===== src/rtl/clut_pkg.sv =====
// Shared palette definitions: default colour/index widths and the loader state enum.
package clut_pkg;

  localparam int CLUT_COLRW = 12;
  localparam int CLUT_CIDXW = 4;

  typedef enum logic [1:0] {
    IDLE  = 2'd0,
    LOAD  = 2'd1,
    FLUSH = 2'd2
  } load_state_t;

endpackage


===== src/rtl/clut_loader.sv =====
// Streams palette colours into consecutive CLUT indices from a programmed base, modulo depth.
// Optional CLUT_LOADER_VBLANK_EN restricts beat acceptance to the vblank window.
module clut_loader
  import clut_pkg::*;
#(
  parameter int COLRW = CLUT_COLRW,
  parameter int CIDXW = CLUT_CIDXW
) (
  input  logic             clk,
  input  logic             rst_n,
  input  logic             start,
  input  logic [CIDXW-1:0] base,
  input  logic [CIDXW:0]   count,
  input  logic             vblank,
  input  logic             s_valid,
  output logic             s_ready,
  input  logic [COLRW-1:0] s_colr,
  output logic             we,
  output logic [CIDXW-1:0] cidx_write,
  output logic [COLRW-1:0] colr_out,
  output logic             busy,
  output logic             done
);

  // state | meaning
  // IDLE  | waiting for start, stream not accepted
  // LOAD  | accepting beats, one write per handshake
  // FLUSH | final write on the CLUT port, done pulse
  load_state_t      state;
  logic [CIDXW-1:0] idx;
  logic [CIDXW:0]   remaining;
  logic             gate;
  logic             handshake;

`ifdef CLUT_LOADER_VBLANK_EN
  assign gate = vblank;
`else
  logic unused_vblank;
  assign unused_vblank = vblank;
  assign gate          = 1'b1;
`endif

  assign s_ready   = (state == LOAD) && gate;
  assign handshake = s_ready && s_valid;

  always_ff @(posedge clk or negedge rst_n) begin
    if (!rst_n) begin
      state      <= IDLE;
      idx        <= '0;
      remaining  <= '0;
      we         <= 1'b0;
      cidx_write <= '0;
      colr_out   <= '0;
      busy       <= 1'b0;
      done       <= 1'b0;
    end else begin
      we   <= 1'b0;
      done <= 1'b0;
      case (state)
        IDLE: begin
          if (start) begin
            idx <= base;
            // count of zero means a full table
            remaining <= (count == '0) ? {1'b1, {CIDXW{1'b0}}} : count;
            busy      <= 1'b1;
            state     <= LOAD;
          end
        end
        LOAD: begin
          if (handshake) begin
            we         <= 1'b1;
            cidx_write <= idx;
            colr_out   <= s_colr;
            idx        <= idx + 1'b1;
            remaining  <= remaining - 1'b1;
            if (remaining == {{CIDXW{1'b0}}, 1'b1}) begin
              done  <= 1'b1;
              state <= FLUSH;
            end
          end
        end
        FLUSH: begin
          busy  <= 1'b0;
          state <= IDLE;
        end
        default: begin
          busy  <= 1'b0;
          state <= IDLE;
        end
      endcase
    end
  end

endmodule

===== config.mk =====
export PLATFORM = sky130hd
export DESIGN_NAME = clut_loader
export DESIGN_NICKNAME = d
export VERILOG_FILES = /design/src/rtl/clut_pkg.sv /design/src/rtl/clut_loader.sv
export SDC_FILE = /design/constraint.sdc
export NUM_CORES = 1
export LEC_CHECK = 0
export BUFFER_PORTS_ARGS = -buffer_cell sky130_fd_sc_hd__buf_2
export CORE_MARGIN = 2
export CORE_UTILIZATION = 24
export CTS_BUF_LIST = sky130_fd_sc_hd__clkbuf_4 sky130_fd_sc_hd__clkbuf_8
export CTS_CLUSTER_DIAMETER = 150
export DETAILED_ROUTE_END_ITERATION = 16
export PLACE_DENSITY = 0.43
export SLEW_MARGIN = 5
export SYNTH_ARGS = -nofsm -noshare
export SYNTH_HDL_FRONTEND = slang
export SYNTH_SLANG_ARGS = --single-unit

===== constraint.sdc =====
create_clock -name clk -period 3.2 [get_ports clk]
set_clock_uncertainty 0.15 [all_clocks]
set_input_delay 0.32 -clock clk [delete_from_list [all_inputs] [get_ports clk]]
set_output_delay 0.32 -clock clk [all_outputs]
set_load 0.1 [all_outputs]

==> impl_metrics.csv <==
group,metric,value,unit
cells_and_area,final_util,0.3208,
placement,portBuffers,44,
detailed_routing,dr_wl_met2,1.423,mm
cells_and_area,antennaDiodeCount,0,
synth,ys_seq_area_frac,0.5464,
floorplanning,chipWidth,79.66,µm
detailed_routing,top_layer,"met3",
detailed_routing,vias,1066,
critical_path,cp_top_family,"buffers and inverters",
detailed_routing,first_iter_violations,38,
detailed_routing,ant_nets,0,
synth,async_reset_ff_frac,1.000,
global_route,antenna_found_initial,0,
cells_and_area,stdcell_area,1767,µm²
cells_and_area,drive_above_1_share,0.4383,
floorplanning,core_area,5507,µm²
timing,fin_setup_tns,0,ps
cells_and_area,finalNetCount,190,
clock_tree,insertion_delay,280,ps
timing,setup_viol,0,
detailed_routing,routedWlPerCell,13.62,µm
synth,synth_edf_count,0,
cells_and_area,finalNonFillerCells,234,
status,outcome,"completed",
placement,dpl.hpwl,2.256,mm
critical_path,worst-path-buf-inv,2,
critical_path,slowest_delay,580,ps
clock_tree,cts_tree,"built",
synth,synth_cell_types,31,
floorplanning,dieArea,6346,µm²
timing,slew_headroom,0.5308,
placement,place_inst,225,
timing,finalCriticalPeriod,2257,ps
clock_tree,cts_buffer_depth,2,
job,maxCapViolCount,0,
floorplanning,die_y,79.66,µm
clock_tree,postCtsSetupBuffers,0,
synth,netlist_instances,113,
critical_path,crit_path_cell_trace,"nand2b_1 -> inv_2 -> buf_2",
min_path,min_path_type,"input port to flip-flop",
timing,hold_viol,0,
critical_path,cpMaxStageDelayCell,"dfrtp_1",
floorplanning,start_util,0.2495,
synth,synthesis.area,1374,µm²
detailed_routing,totalWireLength,3.187,mm
clock_tree,post_cts_resized,0,
clock_tree,ctsHoldBuffers,1,
critical_path,critical_path_class,"flip-flop to primary output",
clock_tree,cts_buffers,5,
synth,synth_ff_type,"dfrtp_1",
detailed_routing,met3WireLength,267,µm
clock_tree,cts_sinks,30,
critical_path,end_kind,"primary output",
cells_and_area,fill_cells,571,
timing,grt_setup_unrepaired,"no",
critical_path,r2r_slack,1240,ps
global_route,grt_usage,0.1072,
global_route,grt-ovfl-total,0,
synth,yosys_warnings,0,
synth,ys_seq_elements,30,
global_route,grt_pass1_wl,5.175,mm
synth,syn_nets,142,
timing,drv_slew,0,
detailed_routing,first_pass_iters,4,
timing,tightest_slew,703.7,ps
floorplanning,num_rows,27,
placement,postPlaceCellArea,1662,µm²
critical_path,crit_path_max_fanout,20,
placement,gp_congestion,0.7878,
detailed_routing,drc,0,
cells_and_area,area_growth,28.60,%
global_route,grt_pass1_vias,1079,
clock_tree,cts_root_buf,"clkbuf_8",
synth,postSynthAreaPerCell,12.16,µm²
floorplanning,pin_count,46,
timing,clock.fmax,443.1,MHz
critical_path,cp.required,2730,ps
clock_tree,clk_pin_slew_worst_paths,60,ps
critical_path,crit_arrival,1790,ps
detailed_routing,avgViaCountPerCell,4.556,
detailed_routing,drt-met1-wl,1.496,mm
timing,fin_crit_sh,0.7053,
clock_tree,h-tree-depth,2,
critical_path,start_kind,"flip-flop",
global_route,grt_max_degree,31,
-- logic make-up (layout without fill, tap and decap cells) --
group                    after synthesis  in the layout  synth area share
flip-flops                            30             30            0.5464
AO/OA/AOI/OAI                         23             23            0.1157
buffers and inverters                 13             62           0.04098
multiplexers                          19             19            0.1530
adder cells (fa/ha/maj)                3              3           0.02733
AND/OR/NAND/NOR                       25             25            0.1166
-- cells in the mapped netlist, types with 2 or more instances --
master / instances / area share
nor2_1: 5 / 0.014
inv_1: 8 / 0.022
and4_1: 2 / 0.013
a2bb2oi_1: 3 / 0.019
dfrtp_1: 30 / 0.55
mux2_2: 16 / 0.13
nor3b_1: 3 / 0.016
mux2i_1: 3 / 0.022
ha_1: 3 / 0.027
nand3b_1: 2 / 0.011
nand2_1: 2 / 0.0055
o21ai_0: 5 / 0.018
a211oi_1: 3 / 0.016
nor4_1: 3 / 0.014
a21oi_1: 3 / 0.011
clkbuf_1: 3 / 0.0082
a211o_1: 2 / 0.013
o22ai_1: 3 / 0.014
nand3_1: 2 / 0.0073
-- placed cells by master, fill, tap and decap left out, drive strengths merged, types with 2 or more instances in the layout --
| master | synthesis | final |
|---|---|---|
| o21ai | 5 | 5 |
| a211oi | 3 | 3 |
| buf | 1 | 44 |
| ha | 3 | 3 |
| dfrtp | 30 | 30 |
| nor3b | 3 | 3 |
| nor2 | 5 | 5 |
| inv | 9 | 9 |
| nand2 | 3 | 3 |
| mux2 | 16 | 16 |
| a211o | 2 | 2 |
| clkbuf | 3 | 7 |
| a2bb2oi | 3 | 3 |
| nor4 | 3 | 3 |
| nand3b | 2 | 2 |
| mux2i | 3 | 3 |
| o22ai | 3 | 3 |
| a21oi | 3 | 3 |
| nand3 | 2 | 2 |
| and4 | 2 | 2 |
-- path summary, 6_finish.rpt --
check / cells after the start / endpoint / startpoint
min in group asynchronous: 2 / remaining[2] / rst_n
setup / recovery: 3 / s_ready / state[1]
setup reg to reg: 3 / remaining[4] / state[0]
max in group asynchronous: 2 / colr_out[5] / rst_n
hold / removal: 2 / colr_out[2] / s_colr[2]
hold reg to reg: 2 / busy / busy
-- routing by layer --
layer  vias up  global-route usage
li1        512                   -
met1       510              0.1386
met2        44              0.1613
met3         0             0.05430
met4         0             0.02069
met5         -                   0
-- stage by stage --
step                      setup slack (ps)  hold WS, ps
final                                943.1        123.6
after global routing                 843.8        105.8
after CTS                            932.5        111.4
after detailed placement              1225        264.5
after global placement                1205        257.1
after floorplan                       1384       -125.6
-- worst reg2reg max path: stages, from the launching register on --
cell	delay (ps)
dfrtp_1	610
mux2i_1	620
or2_1	310
o211ai_1	140
-- sequential cells by signal, summed over array words and instances (netlist names) --
name        cells
idx             4
colr_out       12
busy            1
we              1
remaining       5
cidx_write      4
done            1
state           2
-- final cells by class --
class	count	area, µm²	area share
Clock buffer	7	90.09	0.05099
Clock inverter	1	5.005	0.002833
Timing Repair Buffer	45	230.2	0.1303
Inverter	9	33.78	0.01912
Sequential cell	30	750.7	0.4249
Tap cell	72	90.09	0.05099
Multi-Input combinational cell	70	566.8	0.3208
Power is not shown: default switching activity piles up to over one toggle a cycle in this logic, so the estimate is an artifact.
